`src/rtl/call_ret_stack_if.sv`:
```
// Request/response bundle between the jump decoder / fetch redirect logic and
// the return-address stack.
interface call_ret_stack_if #(
  parameter int PTR_W    = 4,
  parameter int IP_WIDTH = 48
);
  logic                push;
  logic                pop;
  logic [IP_WIDTH-1:0] push_addr;
  logic                restore_en;
  logic [PTR_W-1:0]    restore_ptr;
  logic [PTR_W:0]      restore_cnt;
  logic [IP_WIDTH-1:0] restore_addr;
  logic [IP_WIDTH-1:0] top_addr;
  logic                top_valid;
  logic [PTR_W-1:0]    ckpt_ptr;
  logic [PTR_W:0]      ckpt_cnt;
  logic                underflow;

  modport master (
    output push, pop, push_addr, restore_en, restore_ptr, restore_cnt, restore_addr,
    input  top_addr, top_valid, ckpt_ptr, ckpt_cnt, underflow
  );

  modport slave (
    input  push, pop, push_addr, restore_en, restore_ptr, restore_cnt, restore_addr,
    output top_addr, top_valid, ckpt_ptr, ckpt_cnt, underflow
  );
endinterface

```
`src/rtl/call_ret_stack.sv`:
```
// Circular return-address stack with checkpoint/restore for speculative
// call/return rollback. One operation per cycle, results visible next cycle.
module call_ret_stack #(
  parameter int DEPTH    = 16,
  parameter int PTR_W    = 4,
  parameter int IP_WIDTH = 48
) (
  input  logic           clk,
  input  logic           rst,
  call_ret_stack_if.slave bus
);

  localparam logic [PTR_W:0] DEPTH_C = (PTR_W+1)'(DEPTH);

  logic [IP_WIDTH-1:0] mem_q [DEPTH];
  logic [PTR_W-1:0]    ptr_q, ptr_d;
  logic [PTR_W:0]      cnt_q, cnt_d;
  logic                underflow_q, underflow_d;

  logic                wr_en;
  logic [PTR_W-1:0]    wr_idx;
  logic [IP_WIDTH-1:0] wr_data;

  function automatic logic [PTR_W:0] clamp_cnt(input logic [PTR_W:0] c);
    return (c > DEPTH_C) ? DEPTH_C : c;
  endfunction

  always_comb begin
    ptr_d       = ptr_q;
    cnt_d       = cnt_q;
    underflow_d = 1'b0;
    wr_en       = 1'b0;
    wr_idx      = ptr_q;
    wr_data     = bus.push_addr;
    // Restore wins over any concurrent push/pop from the wrong path.
    if (bus.restore_en) begin
      ptr_d   = bus.restore_ptr;
      cnt_d   = clamp_cnt(bus.restore_cnt);
      wr_en   = 1'b1;
      wr_idx  = bus.restore_ptr;
      wr_data = bus.restore_addr;
    end else if (bus.push && bus.pop) begin
      wr_en = 1'b1;
      if (cnt_q == '0) cnt_d = (PTR_W+1)'(1);
    end else if (bus.push) begin
      ptr_d  = ptr_q + PTR_W'(1);
      wr_en  = 1'b1;
      wr_idx = ptr_q + PTR_W'(1);
      cnt_d  = clamp_cnt(cnt_q + (PTR_W+1)'(1));
    end else if (bus.pop) begin
      if (cnt_q != '0) begin
        ptr_d = ptr_q - PTR_W'(1);
        cnt_d = cnt_q - (PTR_W+1)'(1);
      end else begin
        underflow_d = 1'b1;
      end
    end
  end

  always_ff @(posedge clk) begin
    if (rst) begin
      ptr_q       <= '0;
      cnt_q       <= '0;
      underflow_q <= 1'b0;
    end else begin
      ptr_q       <= ptr_d;
      cnt_q       <= cnt_d;
      underflow_q <= underflow_d;
    end
  end

  // Entries are never cleared; a reset only blocks the write that was pending.
  always_ff @(posedge clk) begin
    if (wr_en && !rst) mem_q[wr_idx] <= wr_data;
  end

  assign bus.top_valid = (cnt_q != '0);
  assign bus.top_addr  = (cnt_q != '0) ? mem_q[ptr_q] : '0;
  assign bus.ckpt_ptr  = ptr_q;
  assign bus.ckpt_cnt  = cnt_q;
  assign bus.underflow = underflow_q;

endmodule

```
`src/flat_wrapper.sv`:
```
// flat-port wrapper written by rule: the top's interface ports become plain ports
module call_ret_stack_flat 
#(
  parameter int DEPTH    = 16,
  parameter int PTR_W    = 4,
  parameter int IP_WIDTH = 48
)
  (clk, rst, bus_push, bus_pop, bus_push_addr, bus_restore_en, bus_restore_ptr, bus_restore_cnt, bus_restore_addr, bus_top_addr, bus_top_valid, bus_ckpt_ptr, bus_ckpt_cnt, bus_underflow);
  call_ret_stack_if #(.PTR_W(PTR_W), .IP_WIDTH(IP_WIDTH)) bus_i ();
  input  logic clk;
  input  logic rst;
  input wire logic [$bits(bus_i.push)-1:0] bus_push;
  input wire logic [$bits(bus_i.pop)-1:0] bus_pop;
  input wire logic [$bits(bus_i.push_addr)-1:0] bus_push_addr;
  input wire logic [$bits(bus_i.restore_en)-1:0] bus_restore_en;
  input wire logic [$bits(bus_i.restore_ptr)-1:0] bus_restore_ptr;
  input wire logic [$bits(bus_i.restore_cnt)-1:0] bus_restore_cnt;
  input wire logic [$bits(bus_i.restore_addr)-1:0] bus_restore_addr;
  output wire logic [$bits(bus_i.top_addr)-1:0] bus_top_addr;
  output wire logic [$bits(bus_i.top_valid)-1:0] bus_top_valid;
  output wire logic [$bits(bus_i.ckpt_ptr)-1:0] bus_ckpt_ptr;
  output wire logic [$bits(bus_i.ckpt_cnt)-1:0] bus_ckpt_cnt;
  output wire logic [$bits(bus_i.underflow)-1:0] bus_underflow;
  assign bus_i.push = bus_push;
  assign bus_i.pop = bus_pop;
  assign bus_i.push_addr = bus_push_addr;
  assign bus_i.restore_en = bus_restore_en;
  assign bus_i.restore_ptr = bus_restore_ptr;
  assign bus_i.restore_cnt = bus_restore_cnt;
  assign bus_i.restore_addr = bus_restore_addr;
  assign bus_top_addr = bus_i.top_addr;
  assign bus_top_valid = bus_i.top_valid;
  assign bus_ckpt_ptr = bus_i.ckpt_ptr;
  assign bus_ckpt_cnt = bus_i.ckpt_cnt;
  assign bus_underflow = bus_i.underflow;
  call_ret_stack #(.DEPTH(DEPTH), .PTR_W(PTR_W), .IP_WIDTH(IP_WIDTH)) u_core (.clk(clk), .rst(rst), .bus(bus_i));
endmodule
```
`config.mk`:
```
export PLATFORM = sky130hd
export DESIGN_NAME = call_ret_stack_flat
export DESIGN_NICKNAME = d
export VERILOG_FILES = /design/src/rtl/call_ret_stack_if.sv /design/src/rtl/call_ret_stack.sv /design/src/flat_wrapper.sv
export SDC_FILE = /design/constraint.sdc
export NUM_CORES = 1
export LEC_CHECK = 0
export CAP_MARGIN = 15
export CORE_MARGIN = 2
export CORE_UTILIZATION = 48
export DETAILED_ROUTE_END_ITERATION = 10
export GPL_TIMING_DRIVEN = 1
export PLACE_DENSITY = 0.66
export SYNTH_ARGS = -nofsm -noshare
export SYNTH_HDL_FRONTEND = slang
export SYNTH_SLANG_ARGS = --single-unit
```
`constraint.sdc`:
```
create_clock -name clk -period 14.4 [get_ports clk]
set_clock_uncertainty 0.15 [all_clocks]
set_input_delay 2.88 -clock clk [delete_from_list [all_inputs] [get_ports clk]]
set_output_delay 2.88 -clock clk [all_outputs]
set_load 0.01 [all_outputs]
```
After elaboration in Yosys (flattened, before gate mapping)
Memory sizes are Yosys's and may differ from the RTL's. A register that Yosys moved wholly into a read port is not among the register bits.
Cells that the tools add are included.
Operators by class
  add/subtract/negate cells: 4
  magnitude comparators: 2
  equal/unequal tests: 2
  muxes and demuxes: 26
  bitwise logic cells: 1
  reduce and logical (&&, ||, !) cells: 12
Operator list (number)
  48-bit two-way mux: 2
  4-bit two-way mux: 10
  5-bit two-way mux: 8
  5-bit greater-than comparator, second input constant: 2
  4-bit nonzero test: 2
  1-bit two-way mux: 6
  3-bit AND reduction: 2
  3-bit nonzero test: 2
  5-bit by 1-bit adder with 5-bit output, second input constant: 1
  5-bit logical NOT: 1
  5-bit nonzero test: 1
  5-bit OR reduction: 1
  5-bit by 1-bit subtractor with 5-bit output, second input constant: 1
  4-bit by 1-bit adder with 4-bit output, second input constant: 1
  4-bit by 1-bit subtractor with 4-bit output, second input constant: 1
  3-bit inequality test, second input constant: 1
  1-bit logical AND: 2
  2-bit inequality test, second input constant: 1
  1-bit logical NOT: 1
  1-bit inverter: 1
Word-level totals
  flip-flop bits (word level): 10
  RAM bits: 768
  input port bits: 110
  output and inout port bits: 59
  word-level logic and storage cells: 51
  memories kept: 1
Memory list
  u_core.mem_q: words 16, width 48, read ports 1, clocked after Yosys merged registers in 1, wr ports 1, RTL line call_ret_stack.sv:15  | logic [IP_WIDTH-1:0] mem_q [DEPTH];

Logic depth before layout (Yosys ltp)
Gate-level depths: netlist (run 1).
  word-level depth: 8
  depth in mapped cells: 10
  depth with buffers taken out: 9

Worst setup path after synthesis (run 1)
Ideal clock, no wire load.
  kind: input port to flip-flop
  start: input port bus_pop
  end: memory u_core.mem_q[4][0], enable pin
  library setup time: 0.454 ns
  arrival: 5.936 ns
  data required time: 13.796 ns
  slack: 7.860 ns
  cell stages on the path: 6
  buffers on the path: 1
  cell sequence: buf_2 nand2b_4 mux2_2 o21ai_0 nand3_1 nor2_1
Between the ends
  longest elaborated chain between the ends: 6
  elaborated cells between the ends (all ways): 8
  classes of those cells: mux: 6; reduce/logical: 2
Ends and longest elaborated chain
  from (decl): RTL line flat_wrapper.sv:13  | input wire logic [$bits(bus_i.pop)-1:0] bus_pop;
  1-bit logical AND *: RTL line call_ret_stack.sv:42  | end else if (bus.push && bus.pop) begin
  1-bit two-way mux: RTL line call_ret_stack.sv:42
  1-bit two-way mux: RTL line call_ret_stack.sv:36  | if (bus.restore_en) begin
  1-bit logical AND: RTL line call_ret_stack.sv:74  | if (wr_en && !rst) mem_q[wr_idx] <= wr_data;
  1-bit two-way mux: RTL line call_ret_stack.sv:74
  1-bit two-way mux (implied by the code): RTL line call_ret_stack.sv:74
  to (decl): RTL line call_ret_stack.sv:15
Mark *: on every way between the ends. The rest lies on a longest branch, timed or not.

==> results.txt, run 1 <==
- The min-delay analysis places its worst path in the category reg -> reg.
- During I/O placement, the number of pins put on the boundary was 169.
- After clock tree synthesis, the repair step resized 0 gates.
- The worst setup path is launched from a flop.
- GP Congestion: 0.7633
* Residual DRC count: 0
- GR Overflow Total: 0
- The worst-case IR drop observed on VDD is 0.00008868 V.
- Summing all multi-input logic gate instances after layout gives about 0.0073 mm².
- Buffers inserted during clock tree synthesis total between 70 and 80.
- Final number of max-transition violations: 0
* Inst Count DP: approximately 2400
- Fmax: ~140 MHz
- Post-synthesis area per instance: roughly 21 µm²
* Layout Cells excl Fill: 2555
- The tree built by TritonCTS fans out to about 780 sinks.
* # nets final: between 1500 and 2000
- Measured in cells, the most critical reg-to-reg path has a length of 7.
* Via Count: between 10000 and 15000
- Length of routed wiring on met1: 28280 µm
- Data on the critical path arrives at its endpoint at 4.38 ns.
- Fin Setup TNS: 0 ns
- After layout, the worst setup slack is about 7 ns.
* Post-synthesis cell area: between 0.03 and 0.04 mm²
- In the final layout, flip-flops and latches occupy approximately 0.023 mm².
* Filler cell count: approximately 4700
* Worst setup path category: reg -> out
- Per report_power, the sequential group accounts for between 50% and 60% of the total.
- Share of the clock period used by the worst path after layout: about half
* Pin count of the biggest net entering global routing: 109
* Vias in the first global route: 15709
- Summed over all cells, the static leakage comes to approximately 11 nW.
* Count of different cell masters after synthesis: 53
* Power density over the cells: 138.6 mW/mm²
- Dividing the detail-routed wire length by the instance count gives about 26 µm.
- Iteration-0 DRC count of the detailed router: 1152
- Sequential cells were found to cover 75.48% of the synthesized design area.
* Run status: finished, final reports clean
- Yosys mapped a number of flops with a built-in enable equal to around 770.
* Clock input transition at the sequential cells of the worst setup and hold paths: 0.06 ns
- Clock latency on the worst-skew pair: slightly above 0.6 ns
- Clock network power share: between 30% and 40%
- Along the worst hold path, the cell count comes to 2.
- Buffer cell driving the clock tree root: sky130_fd_sc_hd__clkbuf_16
* Final hold violation count: 0
- The first detailed-routing pass ran for 5 iterations.
* DR vias/cell: between 5 and 6
- Share of post-route cells with drive strength above 1: 23.53%
- The clock tree synthesis step divided the H-tree into 3 levels.
- Once layout is complete, the utilization of the core stands at 56.09%.
* Final Setup Violations: 0
- In this run the worst path has a maximum fanout of ~110.
* Switching part of the total power: between 20% and 30%
- Internal power comes to between 0.003 and 0.004 W.
- The initial antenna violation count is 0.
- The worst pin sits at a relative slew slack of approximately 28%.
* Min Clock Period, post-route: 7.406 ns
- P&R area growth vs syn: 16.28%
* Yosys top cell area share: about three quarters
* HPWL after detailed placement: between 30000 and 40000 µm
* Placement-stage cell area: around 0.034 mm²
- STA classifies the critical path endpoint as a primary output.
* Buffer levels on the longest clock path: 3
- After clock tree synthesis, the flow added hold-fix buffers numbering 0.
- #FFs+latches synth: approximately 780
- For the pin with the worst max-slew slack, the measured transition is between 1 and 1.5 ns.
- For this design the total switching power over the nets is 0.001127 W.
- Post-Synthesis Cells: between 1000 and 1500
* Number of maximum-capacitance constraint violations: 0
* Number of nets still failing antenna checks after routing: 0
* Logic pwr share: roughly 10%
- Number of antenna diodes: 0
* Total Die Area: roughly 0.066 mm²
- The die is around 260 µm wide.
* Number of nets produced by synthesis: roughly 1600
* Initial Util: 48.23%
- At the worst endpoint, the required time is 11.37 ns.
- Yosys Warn Count: 0
* Number of buffers added on ports: around 170
- Tot GR Track Use: between 20% and 30%
- WL final: approximately 67000 µm
- Post-route cell area: 0.03596 mm²
* Predominant post-synthesis flop cell: sky130_fd_sc_hd__edfxtp_1
* Setup bufs post-CTS: 0
* Share of flip-flops with an asynchronous set or reset after synthesis: 0%
- Global-route wire length before repair: 100000 µm
* Area contributors post-synth: sky130_fd_sc_hd__edfxtp_1 (75%), sky130_fd_sc_hd__mux4_2 (13%), sky130_fd_sc_hd__mux2i_1 (3.5%), sky130_fd_sc_hd__mux2_2 (2.1%), sky130_fd_sc_hd__dfxtp_1 (0.91%)
- Core area: ~0.064 mm²
- The routed design uses between 3000 and 4000 µm of met3 wire.
* Dominant cell type by area after synthesis: sky130_fd_sc_hd__edfxtp_1
- Sum of met2 wire segment lengths after detailed routing: 34590 µm
- At the placement stage, the worst setup path has a slack of roughly 7 ns.
* Highest metal layer with signal wires: met4
* Site row count: between 90 and 100
- TritonCTS built the clock tree.
- Unrepaired setup endpoints after global routing: false
- Die height: 257.8 µm
==> cell usage after synthesis, drive strengths merged, types with 3 or more instances <==
master    n
edfxtp  768
mux4    172
mux2i   109
mux2     59
buf      58
o22ai    39
nor2     31
clkbuf   24
nand2    23
a21oi    20
o211ai   17
o21ai    17
dfxtp    14
a211oi   11
inv      10
a32oi     9
nand2b    9
nor2b     9
ha        6
nand3     6
o21a      4
xor2      4
o31ai     3
==> layout by cell type (no fill, tap or decap), types with 2 or more instances in the layout <==
master	Yosys	layout
sky130_fd_sc_hd__a211oi_1	8	8
sky130_fd_sc_hd__a211oi_2	3	3
sky130_fd_sc_hd__a21oi_1	18	18
sky130_fd_sc_hd__a21oi_2	2	2
sky130_fd_sc_hd__a221oi_1	2	2
sky130_fd_sc_hd__a32oi_1	9	9
sky130_fd_sc_hd__buf_4	15	26
sky130_fd_sc_hd__bufinv_16	0	2
sky130_fd_sc_hd__clkbuf_1	23	21
sky130_fd_sc_hd__clkbuf_16	0	79
sky130_fd_sc_hd__clkbuf_8	1	3
sky130_fd_sc_hd__clkdlybuf4s50_1	0	167
sky130_fd_sc_hd__clkinv_1	0	18
sky130_fd_sc_hd__clkinv_2	0	13
sky130_fd_sc_hd__clkinv_8	0	2
sky130_fd_sc_hd__dfxtp_1	14	11
sky130_fd_sc_hd__dfxtp_4	0	3
sky130_fd_sc_hd__edfxtp_1	768	768
sky130_fd_sc_hd__ha_1	6	6
sky130_fd_sc_hd__inv_1	9	8
sky130_fd_sc_hd__inv_6	0	3
sky130_fd_sc_hd__mux2_2	59	59
sky130_fd_sc_hd__mux2i_1	109	109
sky130_fd_sc_hd__mux4_2	172	172
sky130_fd_sc_hd__nand2_1	23	22
sky130_fd_sc_hd__nand2b_1	8	7
sky130_fd_sc_hd__nand3_1	6	6
sky130_fd_sc_hd__nor2_1	29	13
sky130_fd_sc_hd__nor2_4	0	16
sky130_fd_sc_hd__nor2b_1	9	9
sky130_fd_sc_hd__nor3_1	2	2
sky130_fd_sc_hd__o211a_1	2	2
sky130_fd_sc_hd__o211ai_1	17	17
sky130_fd_sc_hd__o21a_1	4	4
sky130_fd_sc_hd__o21ai_0	14	14
sky130_fd_sc_hd__o21ai_1	3	3
sky130_fd_sc_hd__o22ai_1	39	39
sky130_fd_sc_hd__o31ai_1	3	3
sky130_fd_sc_hd__or4_1	2	2
sky130_fd_sc_hd__xor2_1	4	4
==> power by group through the flow <==
stage | combinational [W] | sequential (W) | clock [W]
6_report | 0.000511 | 0.00259 | 0.00189
5_1_grt | 0.000548 | 0.00259 | 0.00200
4_1_cts | 0.000520 | 0.00259 | 0.00191
3_5_place_dp | 0.000518 | 0.00264 | 0
3_3_place_gp | 0.000513 | 0.00263 | 0
2_1_floorplan | 0.000311 | 0.00262 | 0
==> worst max-delay path, cell delays in order (launching register included) <==
cell	delay, ns
sky130_fd_sc_hd__dfxtp_4	0.71
sky130_fd_sc_hd__buf_4	0.66
sky130_fd_sc_hd__buf_12	0.74
sky130_fd_sc_hd__mux4_2	0.60
sky130_fd_sc_hd__mux2i_1	0.18
sky130_fd_sc_hd__o22ai_1	0.20
sky130_fd_sc_hd__clkdlybuf4s50_1	0.57
==> flip-flops by register name (all words and copies together), names as in the netlist, named ones only <==
register	cells
u_core.bus.underflow	1
u_core.mem_q	768
u_core.bus.ckpt_cnt	5
u_core.bus.ckpt_ptr	4
==> final timing paths <==
kind	slack, ns	endpoint	start
setup / recovery	6.99	bus_top_addr[14]	flop
hold / removal	0.48	u_core.bus.ckpt_cnt[3]	u_core.bus.ckpt_cnt[3]
setup reg to reg	10.61	u_core.mem_q[9][31]	u_core.bus.ckpt_ptr[0]
hold reg to reg	0.48	u_core.bus.ckpt_cnt[3]	u_core.bus.ckpt_cnt[3]
==> cells by family (layout without fill, tap and decap cells) <==
family | Yosys count | after routing | synth area share, %
buf+inv | 92 | 346 | 1.481
xor+xnor | 5 | 5 | 0.1416
compound gates | 130 | 130 | 2.949
mux | 340 | 340 | 18.20
flops | 782 | 782 | 75.48
simple gates | 91 | 91 | 1.505
fa+ha+maj | 6 | 6 | 0.2427
==> per-stage QoR <==
stage / hold slack, ns / power [W]
floorplan: 0.4562 / 0.002932
global placement: 0.4566 / 0.003147
detailed placement: 0.4717 / 0.003155
CTS: 0.4797 / 0.005022
global route: 0.5180 / 0.005137
finish: 0.4797 / 0.004984
==> cell type report <==
type / count / share of cell area (%)
sequential: 782 / 64.94
multi-input combinational: 572 / 20.16
clock buffer: 103 / 5.831
timing repair buffer: 194 / 5.247
tap: 855 / 2.975
clock inverter: 39 / 0.7306
inverter: 10 / 0.1148
==> metal layers <==
| metal | vias to the layer above | global-route usage [%] |
|---|---|---|
| met1 | 7904 | 27.51 |
| met2 | 436 | 35.22 |
| met3 | 81 | 3.004 |
| met4 | 0 | 5.186 |
| li1 | 6443 | - |
| met5 | - | 0 |
Power figures use the tool's default switching activity.
==> run 2: changes to the inputs <==
clock period = 6.88 ns   (was 14.4 ns; I/O delays follow)
==> run 2 against run 1 <==
  * Power up 110%
  * Critical path depth increased by 3
  * Wire length is 0.34% higher
  * Combinational power rose by 110%
  * Non-clock buffer count is 11 higher
  * Worst hold slack worse by 0.0079 ns
  * Cell area is 0.87% higher
  * Die area stayed put
  * Critical path type unchanged
  * Highest routed layer unchanged
==> results.txt, run 2 (same netlist as run 1, synthesis figures left out) <==
* Critical Path Source Type: flop
- CTS tree: yes
- Sinks on the clock net: 782 (unchanged)
- Capturing element type of the critical path: primary output
* Total power of the final layout: 0.01062 W (+110%)
* Via Count: 14960 (+0.65%)
- Setup bufs post-CTS: 0 (unchanged)
- Delay of the slowest cell on the worst path: 0.61 ns (-0.13 ns)
* Clock input transition at the sequential cells of the worst setup and hold paths: 0.06 ns (about the same)
- The largest net degree at the start of global routing is 83 (-24%).
- The number of buffers added by the clock tree synthesis step is 79 (+2.6%).
- The total global routing track utilization is 20.59% (+0.18 points).
* GR Overflow Total: 0 (unchanged)
- DR vias/cell: 5.828 (+0.18%)
- Worst endpoint data arrival time: 3.81 ns (-0.57 ns)
- Hold buffers post-CTS: 0 (unchanged)
- Fin Setup TNS: 0 ns (unchanged)
- The worst setup slack before clock tree synthesis came to 1.475 ns (-5.702 ns).
- Classification of the worst-slack hold path: reg -> reg
- The clock latency reported for the late side of the worst-skew pair is 0.62 ns (about the same).
* Worst hold path stage count: 2 (unchanged)
* Largest Register: u_core.mem_q
* Worst setup path category: reg -> out
* Min Clock Period, post-route: 5.332 ns
* HPWL after detailed placement: 40390 µm (+18%)
* Share of post-route cells with drive strength above 1: 24.47% (+0.94 points)
- Buffer cell driving the clock tree root: sky130_fd_sc_hd__clkbuf_16
* Iteration-0 DRC count of the detailed router: 1120 (-2.8%)
- Slew of the pin with the lowest slew margin: 1.057 ns (-0.02114 ns)
- The number of antenna cells inserted came to 0 (unchanged).
- Setup repair after global routing left no endpoint under its margin.
- The total number of placement rows is 93 (unchanged).
* Number of H-tree levels: 3 (unchanged)
* Number of buffers added on ports: 168 (unchanged)
- The kind of cell with the highest combined delay along the critical path is buffers and inverters.
- The depth of the most critical reg-to-reg path came to 7 (unchanged).
* # nets final: 1766 (+0.74%)
- The via count of the first global-routing pass was 15643 (-0.42%).
- The worst slew margin relative to its limit is 29.29% (+1.3 points).
- The number of fill cells in the layout was 4643 (-1.9%).
* Core area: 0.06412 mm² (unchanged)
- The remaining design rule violation count is 0 (unchanged).
* Power density over the cells: 292.8 mW/mm² (+110%)
- Levels on crit path: 9 (+3)
- Worst endpoint required time: 5.35 ns (-6.02 ns)
- Leak: 11.40 nW (+1.2%)
* GP Congestion: 0.8127 (+6.5%)
- The worst-case vdd ir drop is 0.0002238 V (+150%).
- Post-route cell area: 0.03627 mm² (+0.87%)
* Least setup slack across all paths after layout: 1.548 ns (-5.447 ns)
- The aggregate routed wire length is 67590 µm (+0.34%).
- The first-pass iteration count of the detailed router came to 5 (unchanged).
- The count of buffering cells on the critical path with inverters included was 4 (+1).
- CTS-repair resized insts: 0 (unchanged)
- Commonest cells after routing, fill and taps aside: sky130_fd_sc_hd__edfxtp_1 (768), sky130_fd_sc_hd__mux4_2 (172), sky130_fd_sc_hd__clkdlybuf4s50_1 (167)
- Final number of max-transition violations: 0 (unchanged)
- Most common library cell in the layout ignoring fill and taps: sky130_fd_sc_hd__edfxtp_1
- Final hold violation count: 0 (unchanged)
* Flip-flop count of the largest register after layout: 768 (unchanged)
- The die outline height was 257.8 µm (unchanged).
- Count of pins on the block boundary: 169 (unchanged)
* Run status: finished, final reports clean
* Total Die Area: 0.06648 mm² (unchanged)
- The critical path goes through inv_1 -> ha_1 -> or3b_4 -> nor2_8 -> inv_4 -> nand2_2 -> buf_4 -> o22ai_1 -> clkdlybuf4s50_1.
- Initial antenna violation count: 0 (unchanged)
- Largest fanout on the critical path: 34 (-69%)
- The die boundary width came to 257.8 µm (unchanged).
- The final setup violation count is 0 (unchanged).
- The final worst hold slack is 0.4718 ns (-0.007945 ns).
* Global-route wire length before repair: 100800 µm (+0.75%)
- Initial Util: 48.23% (unchanged)
* Placement-stage cell area: 0.03378 mm² (+0.54%)
* Wire length per cell: 26.33 µm (-0.12%)
- The maximum count of clock buffers along a single path was 3 (unchanged).
- Slowest-stage cell, CP: sky130_fd_sc_hd__nand2_2
- The remaining antenna violation count after routing was 0 (unchanged).
- Compared with the post-synthesis result, the final layout area differs by 17.29%.
- Fmax: 187.5 MHz
- Number of maximum-capacitance constraint violations: 0 (unchanged)
* Share of the clock period used by the worst path after layout: between 70 and 80%
-- run 2: final cells by class --
class | count | area [µm²] | share of cell area, %
Multi-Input combinational cell | 572 | 7251 | 19.99
Clock inverter | 41 | 394.1 | 1.087
Sequential cell | 782 | 23350 | 64.38
Clock buffer | 102 | 2095 | 5.774
Tap cell | 855 | 1070 | 2.949
Timing Repair Buffer | 205 | 2069 | 5.705
Inverter | 10 | 41.29 | 0.1138
-- run 2: worst paths after layout --
| path | start | endpoint | slack [ns] |
|---|---|---|---|
| max reg2reg | u_core.bus.ckpt_ptr[0] | u_core.mem_q[4][29] | 3.32 |
| min reg2reg | u_core.bus.ckpt_cnt[1] | u_core.bus.ckpt_cnt[1] | 0.47 |
| min | u_core.bus.ckpt_cnt[1] | u_core.bus.ckpt_cnt[1] | 0.47 |
| max | u_core.bus.ckpt_cnt[0] | bus_top_addr[34] | 1.55 |
-- run 2: worst register-to-register path, stage by stage (launching register included) --
cell and delay (ns):
sky130_fd_sc_hd__dfxtp_1 0.48, sky130_fd_sc_hd__inv_1 0.15, sky130_fd_sc_hd__ha_1 0.35, sky130_fd_sc_hd__mux2_2 0.28
sky130_fd_sc_hd__o21ai_0 0.21, sky130_fd_sc_hd__nand3_1 0.38, sky130_fd_sc_hd__nor2_4 0.80, sky130_fd_sc_hd__buf_4 0.43
-- run 2: per-layer routing --
metal,GRT usage [%],share of wire (%),up-vias
li1,-,-,6476
met1,26.55,40,7984
met2,36.43,53,419
met3,2.768,4.4,81
met4,6.487,2.3,0
met5,0,0,-
-- run 2: per-stage QoR --
step / utilization, % / instances
after floorplan: - / 1446
after global placement: 52.69 / 2424
after detailed placement: 52.69 / 2424
after CTS: 56.58 / 2567
after global routing: 56.58 / 2567
final: 56.58 / 2567
-- run 2: where the power goes --
group | switching [W] | leakage [nW] | internal [W]
logic | 0.000591 | 3.15 | 0.000494
clock network | 0.00176 | 1.21 | 0.00236
registers | 0.0000607 | 7.05 | 0.00536
